--- config.mk ---
export PLATFORM = sky130hd
export DESIGN_NAME = fifo_sample_reader
export DESIGN_NICKNAME = d
export VERILOG_FILES = /design/src/rtl/fifo_sample_reader.sv
export SDC_FILE = /design/constraint.sdc
export NUM_CORES = 1
export LEC_CHECK = 0
export CAP_MARGIN = 15
export CELL_PAD_IN_SITES_DETAIL_PLACEMENT = 0
export CELL_PAD_IN_SITES_GLOBAL_PLACEMENT = 1
export CORE_MARGIN = 10
export CORE_UTILIZATION = 36
export DETAILED_ROUTE_END_ITERATION = 16
export GPL_TIMING_DRIVEN = 0
export PLACE_DENSITY = 0.79
export REMOVE_ABC_BUFFERS = 1
export SLEW_MARGIN = 25
export SYNTH_ARGS = -nofsm -noshare
export SYNTH_HDL_FRONTEND = slang
export SYNTH_SLANG_ARGS = --single-unit
--- constraint.sdc ---
create_clock -name clk -period 2.8 [get_ports clk]
set_clock_uncertainty 0.1 [all_clocks]
set_input_delay 0.7 -clock clk [delete_from_list [all_inputs] [get_ports clk]]
set_output_delay 0.7 -clock clk [all_outputs]
set_load 0.01 [all_outputs]
--- src/rtl/fifo_sample_reader.sv ---
// Paced FIFO reader: every div_eff+1 cycles while enabled, pops one word from a
// FIFO and presents it as a held sample with a one-cycle valid pulse.
module fifo_sample_reader #(
  parameter int                    DATA_WIDTH  = 8,
  parameter int                    DIV_WIDTH   = 16,
  parameter logic [DATA_WIDTH-1:0] RESET_VALUE = '0
) (
  input  logic                  clk,
  input  logic                  rst,
  input  logic                  clrh,
  input  logic                  enh,
  input  logic [DIV_WIDTH-1:0]  div,
  input  logic                  fifo_empty,
  output logic                  fifo_rd,
  input  logic [DATA_WIDTH-1:0] fifo_rdata,
  output logic [DATA_WIDTH-1:0] sample,
  output logic                  sample_valid,
  output logic                  underrun,
  output logic [7:0]            underrun_cnt,
  output logic                  busy,
  output logic [1:0]            state_dbg
);

  // FIFO handshake: fifo_rd is a single-cycle pop strobe, issued only when
  // fifo_empty was low at the tick; fifo_rdata is taken the cycle after the
  // strobe, with no backpressure in either direction.

  typedef enum logic [1:0] {
    IDLE    = 2'd0,
    READ    = 2'd1,
    CAPTURE = 2'd2
  } state_t;

  localparam logic [DIV_WIDTH-1:0] DIV_MIN = DIV_WIDTH'(2);

  state_t                 state_q;
  state_t                 state_d;
  logic [DIV_WIDTH-1:0]   cnt;
  logic [DIV_WIDTH-1:0]   div_eff;
  logic                   armed;
  logic                   tick;
  logic                   do_capture;
  logic                   do_underrun;

  // Periods below 3 cycles would overlap a read in flight.
  assign div_eff = (div < DIV_MIN) ? DIV_MIN : div;

  // armed delays the first tick so it lands div_eff+1 cycles after enh rises.
  assign tick = enh && armed && (cnt == '0) && !clrh;

  always_ff @(posedge clk or posedge rst) begin
    if (rst) begin
      cnt   <= '0;
      armed <= 1'b0;
    end else if (clrh) begin
      cnt   <= div_eff;
      armed <= 1'b0;
    end else if (!enh || !armed) begin
      cnt   <= div_eff;
      armed <= enh;
    end else if (cnt == '0) begin
      cnt   <= div_eff;
    end else begin
      cnt   <= cnt - 1'b1;
    end
  end

  always_ff @(posedge clk or posedge rst) begin
    if (rst) begin
      state_q <= IDLE;
    end else begin
      state_q <= state_d;
    end
  end

  always_comb begin
    state_d     = state_q;
    do_capture  = 1'b0;
    do_underrun = 1'b0;
    case (state_q)
      IDLE: begin
        if (tick) begin
          if (!fifo_empty) begin
            state_d = READ;
          end else begin
            do_underrun = 1'b1;
          end
        end
      end
      READ: begin
        state_d = CAPTURE;
      end
      CAPTURE: begin
        state_d    = IDLE;
        do_capture = 1'b1;
      end
      default: begin
        state_d = IDLE;
      end
    endcase
    // A clear abandons any read in flight; its data is dropped.
    if (clrh) begin
      state_d     = IDLE;
      do_capture  = 1'b0;
      do_underrun = 1'b0;
    end
  end

  always_ff @(posedge clk or posedge rst) begin
    if (rst) begin
      sample       <= RESET_VALUE;
      sample_valid <= 1'b0;
      underrun     <= 1'b0;
      underrun_cnt <= 8'd0;
    end else if (clrh) begin
      sample       <= RESET_VALUE;
      sample_valid <= 1'b0;
      underrun     <= 1'b0;
      underrun_cnt <= 8'd0;
    end else begin
      sample_valid <= do_capture;
      if (do_capture) begin
        sample <= fifo_rdata;
      end
      if (do_underrun) begin
        underrun <= 1'b1;
        if (underrun_cnt != 8'hFF) begin
          underrun_cnt <= underrun_cnt + 8'd1;
        end
      end
    end
  end

  // Decoded straight from the state register so the strobe cannot glitch.
  assign fifo_rd   = (state_q == READ);
  assign busy      = (state_q != IDLE);
  assign state_dbg = state_q;

endmodule
==> results.py <==
metrics = {
    "clock_network": {
        "cts_made_buffers": 5,
        "cts_tree": "built",
        "clk_latency_ns": 0.28,
        "htree_num_levels": 2,
        "clkTransAtPathRegs_ns": 0.07,
        "cts_sinks": 37,
        "root_buffer": "clkbuf_8",
        "clockBufferDepth": 2,
        "post_cts_buffers": 0,
    },
    "floorplan": {
        "die_y_um": 92.8,
        "die_w_um": 92.8,
        "core_mm2": 0.00511,
        "die_area_mm2": 0.00860,
        "rows": 26,
        "start_util_pct": 37.3,
        "ioPinCount": 51,
    },
    "routing": {
        "ant_nets": 0,
        "vias": 1600,
        "drtIter0Drc": 50,
        "detail_route.wl_per_cell_um": 14.5,
        "drt_pass1_iterations": 4,
        "route.detailed.drc": 0,
        "viasPerCell": 4.91,
        "postRouteWirelength_um": 4720,
    },
    "sta": {
        "rsz0062_at_grt": "no",
        "setup_violations": 0,
        "drv_slew": 0,
        "min_period_ns": 2.60,
        "max_freq_mhz": 384,
        "hold_viol_final": 0,
        "finalSetupTns_ns": 0,
        "worstMarginPinSlew_ns": 0.870,
        "relSlewSlack_pct": 42.0,
        "fin_crit_sh_pct": 92.9,
    },
    "finish": {
        "drive_above_1_share_pct": 7.03,
        "postLayoutCellArea_mm2": 0.00257,
        "nNetsFinal": 287,
        "area_growth_pct": 34.8,
        "antennaDiodeCount": 0,
        "nFillCells": 509,
    },
    "run_status": {
        "outcome": "finished, final reports clean",
    },
    "setup_path": {
        "end_kind": "flop",
        "startpoint": "clrh",
        "cp_cell_sequence": "dlygate4sd2_1 > and3b_1 > nand3_1 > a211oi_4 > nand4_1 > mux2_1",
        "r2r-start": "cnt[10]$_DFF_PP0_",
        "worst_path_max_delay_cell": "dlygate4sd2_1",
        "required_ns": 2.87,
        "worst_r2r_path_depth": 5,
        "critPathMaxFanout": 25,
        "r2r-end": "underrun_cnt[4]$_DFFE_PP0P_",
        "reg2reg_slack_ns": 0.49,
        "worst_ep_arrival_time_ns": 2.67,
        "worst_setup_path_start_kind": "input pin",
        "cp_slowest_stage_delay_ns": 0.52,
        "setup.worst_path.class": "input pin to flop",
    },
    "pwr": {
        "p_seq_share_pct": 55.0,
        "p_int_mw": 0.789,
        "p_sw_share_pct": 24.3,
        "switchingPower_mw": 0.254,
        "p_per_area_mw_per_mm2": 406,
        "cellLeakagePower_nw": 1.03,
        "finalPower_mw": 1.04,
        "p_clk_share_pct": 34.4,
        "peakVddDrop_uv": 184,
        "p_comb_share_pct": 10.7,
    },
    "grt": {
        "grt.overflow.total": 0,
        "grt_pass1_vias": 1694,
        "grt_first_pass_wirelength_um": 8010,
        "busiest_layer": "met2",
        "grt_use_met3_pct": 3.07,
        "use_met2_pct": 19.1,
        "track_usage_pct": 11.4,
        "grt_start_max_net_pins": 33,
        "globalRouteMet1Util_pct": 13.3,
        "antenna_found_initial": 0,
    },
    "worst_hold_path": {
        "hp-start": "sample[4]$_DFFE_PP0P_",
        "holdPathStages": 2,
        "min_to": "sample[4]$_DFFE_PP0P_",
        "hp-class": "flop to flop",
    },
    "placement": {
        "dp_hpwl_um": 3530,
        "dpl_cell_area_mm2": 0.00249,
        "port-buffer-count": 50,
        "gp_congestion": 0.750,
    },
    "synthesis": {
        "dominantRegCellSynth": "dfrtp_1",
        "seq_area_frac_synth_pct": 48.6,
        "synth_area_mm2": 0.00191,
        "ys_types": 35,
        "synth_top_family_by_area": "simple AND/OR/NAND/NOR gates",
        "yosysTopAreaCellShare_pct": 48.6,
        "synth_seq_cells": 37,
        "synth_edf_count": 0,
        "yosys.area_share.xor_xnor_pct": 6.89,
        "yosys.area.top_type": "dfrtp_1",
        "synth_fa_ha_area_share_pct": 1.97,
        "synth-compound-area-share_pct": 10.8,
        "syn-mean-instance-area_um2": 9.34,
        "async_flop_share_pct": 100,
        "netlist_instances": 204,
        "synthMuxAreaShare_pct": 1.71,
        "synthTopCellsByArea": "dfrtp_1, nand2_1, xnor2_1",
        "synth.most_common_cell": "nand2_1",
        "yosysWarnings": 0,
        "ys_top_cells_by_count": "nand2_1, dfrtp_1, o21ai_0",
        "synth_simple_gate_area_share_pct": 27.5,
    },
    "flow_run": {
        "drv_cap": 0,
    },
}
## final cells by class
class                      instances  area [um^2]  share of cell area, %
clock buffer                       8         80.1                   3.12
inverter                           6         22.5                  0.877
multi-input combinational        154          933                   36.3
sequential                        37          926                   36.0
tap                               70         87.6                   3.41
timing repair buffer              51          519                   20.2
## what timing repair did
item | in CTS | in global routing
pin swaps | 0 | 0
hold buffers | 0 | 0
setup endpoints to repair | 21 | 16
resized for setup | 1 | 1
## cell families (layout without fill, tap and decap cells)
kind of cell             after synthesis  in the layout
XOR/XNOR                              15             15
AO/OA/AOI/OAI                         34             34
buffers and inverters                 13             65
multiplexers                           3              3
AND/OR/NAND/NOR                       99             99
flip-flops                            37             37
adder cells (fa/ha/maj)                3              3
## registers in the layout, summed over array words and instances, names as in the netlist
| register | cells |
|---|---|
| cnt | 16 |
| sample | 8 |
| underrun_cnt | 8 |
| state_dbg | 2 |
| armed | 1 |
| sample_valid | 1 |
| underrun | 1 |
## metrics by stage
step | hold WS [ns] | util, % | instances | setup WS [ns]
floorplan | 0.385 | - | 197 | 0.735
global placement | 0.410 | 48.3 | 317 | -0.460
detailed placement | 0.415 | 48.7 | 318 | -0.470
CTS | 0.426 | 50.2 | 326 | 0.136
global route | 0.452 | 50.3 | 326 | 0.0238
finish | 0.421 | 50.3 | 326 | 0.198
## per-layer routing
metal | up-vias | wire (um)
met5 | - | 0
met4 | 0 | 88
met3 | 5 | 165
met2 | 22 | 2380
met1 | 763 | 2090
li1 | 810 | -
## layout by cell type, fill, tap and decap left out, types with 2 or more instances in the layout
| cell type | count |
|---|---|
| a21oi_1 | 11 |
| and4_1 | 2 |
| mux2_1 | 2 |
| clkdlybuf4s50_1 | 49 |
| clkbuf_8 | 5 |
| ha_1 | 3 |
| clkbuf_1 | 3 |
| nand2_1 | 38 |
| xor2_1 | 3 |
| nor4_1 | 7 |
| o21ai_0 | 17 |
| inv_1 | 5 |
| xnor2_1 | 12 |
| nand3_1 | 4 |
| a31o_2 | 2 |
| nor2_1 | 16 |
| dfrtp_1 | 37 |
| nand2b_1 | 4 |
| nor3_1 | 6 |
| nand4_1 | 4 |
| nor2b_1 | 7 |
## power by group through the flow
stage          Combinational, mW  Sequential [mW]  Clock, mW
2_1_floorplan             0.0500            0.579          0
3_3_place_gp               0.110            0.583          0
3_5_place_dp               0.113            0.584          0
4_1_cts                    0.114            0.573      0.369
5_1_grt                    0.126            0.576      0.391
6_report                   0.111            0.573      0.359
## worst max-delay path: cells and delay by family
kind | cells | cell delay, ns
and+or+nand+nor | 3 | 0.68
buffers and inverters | 1 | 0.52
AOI/OAI and AO/OA | 1 | 0.42
muxes | 1 | 0.34
## worst max-delay path by stage
stage	endpoint	slack (ns)	cells after the start
floorplan	underrun_cnt[4]$_DFFE_PP0P_	0.74	5
global placement	underrun_cnt[4]$_DFFE_PP0P_	-0.46	6
detailed placement	underrun_cnt[4]$_DFFE_PP0P_	-0.47	6
CTS	cnt[5]$_DFF_PP0_	0.14	4
global route	underrun_cnt[4]$_DFFE_PP0P_	0.02	6
finish	underrun_cnt[4]$_DFFE_PP0P_	0.20	6
Note: power is estimated with default switching activity, not from simulation.
